## src/rtl/acc_result_wb_writer.sv

```systemverilog
// Write-back DMA: buffers the accelerator result stream in a small FIFO and
// drains it to DRAM as Wishbone classic write bursts from a programmed base address.
module acc_result_wb_writer #(
  parameter int DATA_WIDTH = 32,
  parameter int DEPTH      = 4,
  parameter int BURST_LEN  = 4,
  parameter int LEN_WIDTH  = 16
) (
  input  logic                  wb_clk_i,
  input  logic                  wb_rst_i,
  input  logic                  cfg_start_i,
  input  logic [31:0]           cfg_base_adr_i,
  input  logic [LEN_WIDTH-1:0]  cfg_len_i,
  output logic                  busy_o,
  output logic                  done_o,
  input  logic                  acc_data_valid_i,
  input  logic [DATA_WIDTH-1:0] acc_data_i,
  output logic                  acc_ready_o,
  output logic                  dram_wbs_cyc_o,
  output logic                  dram_wbs_stb_o,
  output logic                  dram_wbs_we_o,
  output logic [3:0]            dram_wbs_sel_o,
  output logic [31:0]           dram_wbs_adr_o,
  output logic [DATA_WIDTH-1:0] dram_wbs_dat_o,
  input  logic                  dram_wbs_ack_i,
  output logic                  dram_burst_en_o
);

  localparam int AW = (DEPTH > 1) ? $clog2(DEPTH) : 1;
  localparam int CW = $clog2(DEPTH + 1);
  localparam int BW = $clog2(BURST_LEN + 1);

  typedef enum logic [1:0] {
    S_IDLE  = 2'd0,
    S_FILL  = 2'd1,
    S_BURST = 2'd2,
    S_DONE  = 2'd3
  } state_e;

  state_e                state_q, state_d;
  logic [31:0]           adr_q, adr_d;
  logic [LEN_WIDTH-1:0]  rem_q, rem_d;
  logic [LEN_WIDTH-1:0]  acc_q, acc_d;
  logic [BW-1:0]         beat_q, beat_d;
  logic [AW-1:0]         wr_ptr_q, wr_ptr_d;
  logic [AW-1:0]         rd_ptr_q, rd_ptr_d;
  logic [CW-1:0]         count_q, count_d;
  logic [DATA_WIDTH-1:0] mem_q [DEPTH];

  logic                  full_s;
  logic                  empty_s;
  logic                  push_s;
  logic                  pop_s;
  logic                  in_burst_s;
  logic [LEN_WIDTH-1:0]  beats_s;
  logic                  fill_ok_s;

  assign full_s     = (count_q == CW'(DEPTH));
  assign empty_s    = (count_q == {CW{1'b0}});
  assign in_burst_s = (state_q == S_BURST);
  assign push_s     = acc_data_valid_i && acc_ready_o;
  // The burst only starts once every beat is buffered, so a pop never meets an empty FIFO.
  assign pop_s      = in_burst_s && dram_wbs_ack_i && !empty_s;
  assign beats_s    = (rem_q < LEN_WIDTH'(BURST_LEN)) ? rem_q : LEN_WIDTH'(BURST_LEN);
  assign fill_ok_s  = (LEN_WIDTH'(count_q) >= beats_s);

  // State register and datapath registers
  always_ff @(posedge wb_clk_i or negedge wb_rst_i) begin
    if (!wb_rst_i) begin
      state_q  <= S_IDLE;
      adr_q    <= 32'h0000_0000;
      rem_q    <= {LEN_WIDTH{1'b0}};
      acc_q    <= {LEN_WIDTH{1'b0}};
      beat_q   <= {BW{1'b0}};
      wr_ptr_q <= {AW{1'b0}};
      rd_ptr_q <= {AW{1'b0}};
      count_q  <= {CW{1'b0}};
    end else begin
      state_q  <= state_d;
      adr_q    <= adr_d;
      rem_q    <= rem_d;
      acc_q    <= acc_d;
      beat_q   <= beat_d;
      wr_ptr_q <= wr_ptr_d;
      rd_ptr_q <= rd_ptr_d;
      count_q  <= count_d;
    end
  end

  // FIFO storage, written on every accepted result word
  always_ff @(posedge wb_clk_i) begin
    if (push_s) begin
      mem_q[wr_ptr_q] <= acc_data_i;
    end else begin
      mem_q[wr_ptr_q] <= mem_q[wr_ptr_q];
    end
  end

  // Next-state logic
  always_comb begin
    state_d = state_q;
    case (state_q)
      S_IDLE: begin
        if (cfg_start_i) begin
          if (cfg_len_i == {LEN_WIDTH{1'b0}}) begin
            state_d = S_DONE;
          end else begin
            state_d = S_FILL;
          end
        end else begin
          state_d = S_IDLE;
        end
      end
      S_FILL: begin
        if (fill_ok_s) begin
          state_d = S_BURST;
        end else begin
          state_d = S_FILL;
        end
      end
      S_BURST: begin
        if (pop_s && (beat_q <= BW'(1))) begin
          if (rem_q <= LEN_WIDTH'(1)) begin
            state_d = S_DONE;
          end else begin
            state_d = S_FILL;
          end
        end else begin
          state_d = S_BURST;
        end
      end
      S_DONE:  state_d = S_IDLE;
      default: state_d = S_IDLE;
    endcase
  end

  // Address, remaining-word and beat counters
  always_comb begin
    adr_d  = adr_q;
    rem_d  = rem_q;
    acc_d  = acc_q;
    beat_d = beat_q;
    if ((state_q == S_IDLE) && cfg_start_i) begin
      adr_d = cfg_base_adr_i;
      rem_d = cfg_len_i;
      acc_d = cfg_len_i;
    end else begin
      if (pop_s) begin
        adr_d = adr_q + 32'd4;
        if (rem_q != {LEN_WIDTH{1'b0}}) begin
          rem_d = rem_q - LEN_WIDTH'(1);
        end else begin
          rem_d = rem_q;
        end
        if (beat_q != {BW{1'b0}}) begin
          beat_d = beat_q - BW'(1);
        end else begin
          beat_d = beat_q;
        end
      end else if ((state_q == S_FILL) && fill_ok_s) begin
        beat_d = BW'(beats_s);
      end else begin
        beat_d = beat_q;
      end
      if (push_s && (acc_q != {LEN_WIDTH{1'b0}})) begin
        acc_d = acc_q - LEN_WIDTH'(1);
      end else begin
        acc_d = acc_q;
      end
    end
  end

  // FIFO pointers and occupancy
  always_comb begin
    wr_ptr_d = wr_ptr_q;
    rd_ptr_d = rd_ptr_q;
    count_d  = count_q;
    if (push_s) begin
      wr_ptr_d = (wr_ptr_q == AW'(DEPTH - 1)) ? {AW{1'b0}} : wr_ptr_q + AW'(1);
    end else begin
      wr_ptr_d = wr_ptr_q;
    end
    if (pop_s) begin
      rd_ptr_d = (rd_ptr_q == AW'(DEPTH - 1)) ? {AW{1'b0}} : rd_ptr_q + AW'(1);
    end else begin
      rd_ptr_d = rd_ptr_q;
    end
    case ({push_s, pop_s})
      2'b10:   count_d = count_q + CW'(1);
      2'b01:   count_d = count_q - CW'(1);
      default: count_d = count_q;
    endcase
  end

  // Outputs decoded from registered state; bus fields read zero outside a burst
  always_comb begin
    busy_o          = (state_q != S_IDLE);
    done_o          = (state_q == S_DONE);
    acc_ready_o     = (state_q != S_IDLE) && !full_s && (acc_q != {LEN_WIDTH{1'b0}});
    dram_wbs_cyc_o  = in_burst_s;
    dram_wbs_stb_o  = in_burst_s;
    dram_wbs_we_o   = in_burst_s;
    dram_burst_en_o = in_burst_s;
    if (in_burst_s) begin
      dram_wbs_sel_o = 4'hF;
      dram_wbs_adr_o = adr_q;
      dram_wbs_dat_o = mem_q[rd_ptr_q];
    end else begin
      dram_wbs_sel_o = 4'h0;
      dram_wbs_adr_o = 32'h0000_0000;
      dram_wbs_dat_o = {DATA_WIDTH{1'b0}};
    end
  end

endmodule

```

## config.mk

```make
export PLATFORM = sky130hd
export DESIGN_NAME = acc_result_wb_writer
export DESIGN_NICKNAME = d
export VERILOG_FILES = /design/src/rtl/acc_result_wb_writer.sv
export SDC_FILE = /design/constraint.sdc
export NUM_CORES = 1
export LEC_CHECK = 0
export CAP_MARGIN = 20
export CORE_ASPECT_RATIO = 1.2
export CORE_MARGIN = 4
export CORE_UTILIZATION = 40
export DETAILED_ROUTE_END_ITERATION = 12
export GPL_ROUTABILITY_DRIVEN = 0
export RECOVER_POWER = 100
export REMOVE_ABC_BUFFERS = 1
export SKIP_CTS_REPAIR_TIMING = 1
export SLEW_MARGIN = 40
export SYNTH_ARGS = -nofsm -noshare
export SYNTH_HDL_FRONTEND = slang
export SYNTH_SLANG_ARGS = --single-unit
```

## constraint.sdc

```tcl
create_clock -name wb_clk_i -period 8.3 [get_ports wb_clk_i]
set_input_delay 1.245 -clock wb_clk_i [delete_from_list [all_inputs] [get_ports wb_clk_i]]
set_output_delay 1.245 -clock wb_clk_i [all_outputs]
set_load 0.02 [all_outputs]
```

==> results of run 1 <==
-- final cells by class --
| class | count | share of cell area |
|---|---|---|
| sequential | 204 | 0.469 |
| tap | 320 | 0.0327 |
| clock buffer | 31 | 0.0527 |
| clock inverter | 11 | 0.0102 |
| multi-input combinational | 510 | 0.296 |
| timing repair buffer | 164 | 0.132 |
| antenna | 1 | 0.000204 |
| inverter | 23 | 0.00704 |
-- Yosys cell counts (7+ instances only) --
cell	n	share of area
edfxtp_1	128	0.40
nand2_1	88	0.034
dfrtp_1	76	0.20
and2_1	71	0.046
o21ai_0	40	0.021
nor2_1	35	0.014
mux4_2	32	0.074
nand3_1	32	0.017
clkbuf_1	25	0.0097
nor3_1	24	0.012
inv_1	22	0.0085
xnor2_1	22	0.020
o211ai_1	20	0.016
ha_1	16	0.021
or3_1	13	0.0084
nor4_1	11	0.0071
a21oi_1	10	0.0052
nand4_1	8	0.0052
buf_4	7	0.0054
xor2_1	7	0.0063
-- layout by cell type, fill, tap and decap left out, types with 11 or more instances in the layout --
cell / instances
clkdlybuf4s50_1: 65
nor4_1: 11
ha_1: 16
a21oi_1: 11
dfrtp_1: 75
nand2_1: 88
mux4_2: 32
inv_1: 23
o21ai_0: 41
nor2_1: 35
or3_1: 13
edfxtp_1: 128
xnor2_1: 22
and2_1: 52
and2_0: 19
nand3_1: 32
nor3_1: 24
clkbuf_16: 23
o211ai_1: 20
dlygate4sd3_1: 93
-- flip-flops by register name, summed over array words and instances (netlist names) --
signal	count
wr_ptr_q	2
beat_q	3
rem_q	16
adr_q	32
rd_ptr_q	2
acc_q	16
count_q	3
mem_q	128
state_q	2
-- layer usage --
metal	wire length [µm]	vias to the layer above	track usage	share of wire
li1	-	3190	-	-
met1	9100	3228	0.205	0.41
met2	11600	149	0.298	0.52
met3	1170	33	0.0272	0.053
met4	452	0	0.0416	0.020
met5	0	-	0	0
-- path summary, 6_finish.rpt --
check / to / slack, ns / depth (start not counted)
worst max-delay path: dram_wbs_adr_o[24] / 3.07 / 4
worst min-delay path: adr_q[1] / 0.47 / 2
worst max register to register: mem_q[1][17] / 4.32 / 6
worst min register to register: adr_q[1] / 0.47 / 2
max in group asynchronous: rd_ptr_q[0] / 3.56 / 2
min in group asynchronous: adr_q[29] / 0.92 / 1
-- per-stage QoR --
step / hold slack [ns] / instance area, µm² / setup WS [ns] / instances / power, µW
finish: 0.468 / 12300 / 3.07 / 1264 / 3920
floorplan: 0.437 / 9490 / 1.98 / 737 / 2480
global placement: 0.449 / 11500 / 4.39 / 1220 / 2960
global route: 0.526 / 12300 / 2.60 / 1263 / 4190
CTS: 0.470 / 12300 / 3.98 / 1262 / 4020
detailed placement: 0.455 / 11500 / 4.33 / 1220 / 2980
-- worst reg2reg max path: cells and delay by family, from the launching register on --
family,cells,cell delay (ns)
compound gates,1,0.50
simple gates,3,2.28
buf+inv,1,0.09
flops,1,0.43
fa+ha+maj,1,0.24
-- kinds of logic after synthesis --
logic type | after synthesis | synth area share
simple gates | 312 | 0.168
flops | 204 | 0.593
compound gates | 116 | 0.0822
buf+inv | 66 | 0.0291
mux | 36 | 0.0787
xor+xnor | 29 | 0.0262
fa+ha+maj | 17 | 0.0227
-- where the power goes --
part | internal [µW] | switching, µW
clock | 613 | 407
combinational | 580 | 694
sequential | 1380 | 246
==> impl_results.md, run 1 <==
* Fin. Hold Viols at 0
* Detailed Place HPWL at 15000 µm
* Buf/Inv on CP at 2
* Max Cap Viol at 6
* Fin crit share at 0.630
* Area grow syn2layout at 26.6%
* Max stage delay on crit path at 1.46 ns
* Mapped cell area at 9680 µm²
* Routed Antenna Nets at 0
* Avg Inst Size Synth at 12.4 µm²
* Number of synthesized flops with an enable pin at 128
* Failing checks: max-capacitance violations, max-slew violations
* Worst Path Arrival at 3.98 ns
* I/O Pins at 160
* # H-tree levels at 1
* Worst min-delay path class: flop to flop
* CP required at 7.05 ns
* Worst-path fanout max at 51
* Hold path start: adr_q[1]
* DIE WIDTH at 150 µm
* PD cells at 320 nW/µm²
* RSZ-0062 raised after global routing: false
* GRT overflow at 0
* Clk slew on worst S/H paths at 0.06 ns
* Vias at 6600
* Die Y at 178 µm
* Initial antenna violation count at 1
* Delay-heaviest family, CP: simple AND/OR/NAND/NOR gates
* Worst path slowest cell: nor2b_1
* FMAX at 191 MHz
* Critical path endpoint category: primary output
* Clk_skew at 0.0119 ns
* Slew HR at -1.14
* CTS Root Cell: clkbuf_16
* Fill count at 2156
* Final setup violating endpoints at 0
* Critical Path Source Type: flop
* Fin crit period at 5.23 ns
* Final WL at 22300 µm
* Core Box Area at 23900 µm²
* Drt first pass iters at 5
* Starting Density at 0.405
* Sink Count at 204
* Slew Limit Fails at 215
* Total GRT Usage at 0.165
* DRC at 0
* DR iter-0 viols at 289
* YS warnings at 0
* Outcome: finished, violations left
* Reg2reg start: acc_q[0]
* CTS buffer count at 23
* Row count at 62
* Post-synthesis cell count at 780
* Sequential cell area at 5750 µm²
* CP Class: flop to primary output
* Vias in the first global route at 6695
* CP Launch Point: state_q[1]
* Vias per cell at 5.22
* TNS Setup at 0 ns
* Flip-flop and latch count after synthesis at 204
* TritonCTS clock tree: built
* Area taken by multi-input logic gates at 3630 µm²
* Fin util at 0.513
* Worst VDD drop at 141 µV
* Ys async rst share at 0.373
* Netlist cell types at 63
* Sequential-to-total area share from yosys stat at 0.593
* Fin nets at 1028
* Input/output buffers at 159
* Die ar. at 26800 µm²
* Layout cells sized above 1 at 0.0859
* Largest net degree at the start of global routing at 77
* Avg WL per Cell at 17.7 µm
* First-pass GRT wire length at 35100 µm
* Most used DFF post-synth: edfxtp_1
* Skew-Pair Late Insertion Delay at 0.51 ns
* Clk buf depth at 3
* Actual slew at the worst max-slew pin at 3.21 ns
* Worst path cell trace: nor2b_1, buf_4, and2_1, dlygate4sd3_1
* P_leak at 0.00452 µW
No activity file was read; power rests on OpenSTA's default activity.
==> run 2, diff against run 1 <==
--- a/config.mk
+++ b/config.mk
@@ -11,6 +11,7 @@
 export CORE_UTILIZATION = 40
 export DETAILED_ROUTE_END_ITERATION = 12
 export GPL_ROUTABILITY_DRIVEN = 0
+export PLACE_DENSITY = 0.65
 export RECOVER_POWER = 100
 export REMOVE_ABC_BUFFERS = 1
 export SKIP_CTS_REPAIR_TIMING = 1
==> constraint.sdc (replaced) <==
create_clock -name wb_clk_i -period 4.54 [get_ports wb_clk_i]
set_input_delay 0.681 -clock wb_clk_i [delete_from_list [all_inputs] [get_ports wb_clk_i]]
set_output_delay 0.681 -clock wb_clk_i [all_outputs]
set_load 0.02 [all_outputs]
==> run 2 against run 1 <==
The run still ends with max-capacitance violations, max-slew violations left. Critical path depth stayed put. Critical endpoint is now dram_wbs_dat_o[28]. Worst setup slack got worse by 2.4 ns. Routed wire length rose by 0.19%. Hold slack lost 0.29 ns. Via count is essentially flat. Clock-buffer cell count decreased by 6.
==> impl_results.md, run 2 (same netlist as run 1, synthesis figures left out) <==
* Skew-Pair Late Insertion Delay at 0.50 ns (about the same)
* Fin. Hold Viols at 0 (unchanged)
* Worst-path fanout max at 16 (-69%)
* TNS Setup at 0 ns (unchanged)
* Vias per cell at 5.21 (-0.15%)
* Critical path endpoint category: primary output
* Critical Path Source Type: flop
* Sink Count at 204 (unchanged)
* # H-tree levels at 1 (unchanged)
* Fin crit share at 0.849
* Failing checks: max-capacitance violations, max-slew violations
* Clk_skew at 0.0137 ns (+0.00177 ns)
* P_int at 4710 µW (+83%)
* Vias in the first global route at 6843 (+2.2%)
* Actual slew at the worst max-slew pin at 1.71 ns (-1.49 ns)
* Fin crit period at 3.86 ns
* Final Non-Filler Cells at 1265 (+0.079%)
* CTS buffer count at 23 (unchanged)
* M1 WL at 9120 µm (+0.31%)
* WL met3 at 1120 µm (-4.6%)
* Vias at 6595 (-0.076%)
* Starting Density at 0.405 (unchanged)
* First-pass GRT wire length at 35600 µm (+1.4%)
* Worst R2R Setup Slack at 0.99 ns (-3.33 ns)
* Layout cells sized above 1 at 0.0858 (-0.0000910)
* Final WL at 22400 µm (+0.19%)
* Detailed Place HPWL at 15500 µm (+3.2%)
* Avg WL per Cell at 17.7 µm (+0.11%)
* Area grow syn2layout at 26.8%
* Largest net degree at the start of global routing at 77 (unchanged)
* Max Cap Viol at 4 (-2)
* Sw Pwr at 2470 µW (+83%)
* Worst Reg-to-Reg Cells at 5 (-1)
* DIE WIDTH at 150 µm (unchanged)
* Comb pwr share at 0.324 (about the same)
* Slew HR at -0.142 (+0.996)
* FMAX at 259 MHz
* Top sig layer: met5
* DP Cell Count at 1222 (+0.16%)
* Fin nets at 1029 (+0.097%)
* CP required at 3.86 ns (-3.19 ns)
* Core Box Area at 23900 µm² (unchanged)
* CP Class: flop to primary output
* CTS Root Cell: clkbuf_16
* Die Y at 178 µm (unchanged)
* TritonCTS clock tree: built
* Top Registers: mem_q: 128 flops, adr_q: 32 flops
* Clk slew on worst S/H paths at 0.06 ns (about the same)
* PD cells at 584 nW/µm² (+82%)
* Most frequent cells in the layout: edfxtp_1 (128), dlygate4sd3_1 (89), nand2_1 (88), dfrtp_1 (75), and2_1 (71)
* DRC at 0 (unchanged)
* Input/output buffers at 159 (unchanged)
* Drt first pass iters at 5 (unchanged)
* Biggest register: mem_q
* Row count at 62 (unchanged)
* Outcome: finished, violations left
* Routed Antenna Nets at 0 (unchanged)
* GRT overflow at 0 (unchanged)
* Number of flip-flops in the largest register at 128 (unchanged)
* DR iter-0 viols at 389 (+35%)
* Clk pwr share at 0.255 (-0.005)
* WL met2 at 11500 µm (-0.71%)
* Die ar. at 26800 µm² (unchanged)
* I/O Pins at 160 (unchanged)
* Commonest non-fill, non-tap cell in the layout: edfxtp_1
* Final setup violating endpoints at 0 (unchanged)
* Clk buf depth at 3 (unchanged)
* Worst Path Arrival at 3.18 ns (-0.80 ns)
* P_leak at 0.00452 µW (about the same)
* Worst min-delay path class: input pin to asynchronous set/reset pin
* Worst VDD drop at 256 µV (+82%)
* Sequential power share at 0.421 (+0.005)
* Initial antenna violation count at 3 (+2)
* RSZ-0062 raised after global routing: false
* Total GRT Usage at 0.167 (+0.00201)
* Switching Fraction at 0.344 (+0.000707)
* Slew Limit Fails at 132 (-39%)
-- run 2: cell count changes in the layout (fill, tap and decap cells not counted), moves of 4 or more --
cell             before  now
clkinv_1              1    7
clkbuf_8              4    0
and2_1               52   71
clkdlybuf4s50_1      65   69
dlygate4sd3_1        93   89
and2_0               19    0
-- run 2: worst paths after layout --
check / startpoint / endpoint
min in group wb_clk_i: adr_q[1] / adr_q[1]
max: rd_ptr_q[0] / dram_wbs_dat_o[28]
min reg2reg: adr_q[1] / adr_q[1]
min: wb_rst_i / adr_q[21]
max reg2reg: state_q[1] / mem_q[0][24]
max in group asynchronous: wb_rst_i / rd_ptr_q[1]
-- run 2: layout make-up --
cell class                      instances  area, µm²
Clock buffer                           25        583
Timing Repair Buffer                  165       1630
Clock inverter                         17        166
Antenna cell                            1       2.50
Multi-Input combinational cell        510       3660
Fill cell                            2170      11600
Tap cell                              320        400
Sequential cell                       204       5750
Inverter                               23       86.3
-- run 2: power groups by stage --
stage | sequential, µW | clock, µW | combinational [µW]
2_1_floorplan | 2930 | 0 | 1610
3_3_place_gp | 3030 | 0 | 2380
3_5_place_dp | 3040 | 0 | 2430
4_1_cts | 3010 | 1880 | 2440
5_1_grt | 3100 | 1950 | 2600
6_report | 3020 | 1830 | 2330
-- run 2: worst max-delay path, cell delays in order (launching register included) --
cell and delay [ns]:
dfrtp_1 0.92, buf_4 0.40, mux4_2 0.52, and2_1 0.18, dlygate4sd3_1 0.65
-- run 2: metal layers --
| layer | GRT usage | vias up |
|---|---|---|
| met1 | 0.208 | 3217 |
| met2 | 0.296 | 138 |
| met3 | 0.0282 | 40 |
| li1 | - | 3198 |
| met4 | 0.0530 | 2 |
| met5 | 0 | - |
-- run 2: metrics by stage --
step | cell area, µm² | hold WS, ns | setup slack (ns) | util | power, µW
2_1_floorplan | 9490 | 0.385 | -1.22 | - | 4540
3_3_place_gp | 11500 | 0.451 | 1.19 | 0.483 | 5410
3_5_place_dp | 11600 | 0.459 | 1.13 | 0.483 | 5470
4_1_cts | 12300 | 0.231 | 0.929 | 0.515 | 7330
5_1_grt | 12300 | 0.239 | 0.435 | 0.514 | 7650
6_report | 12300 | 0.178 | 0.684 | 0.514 | 7170
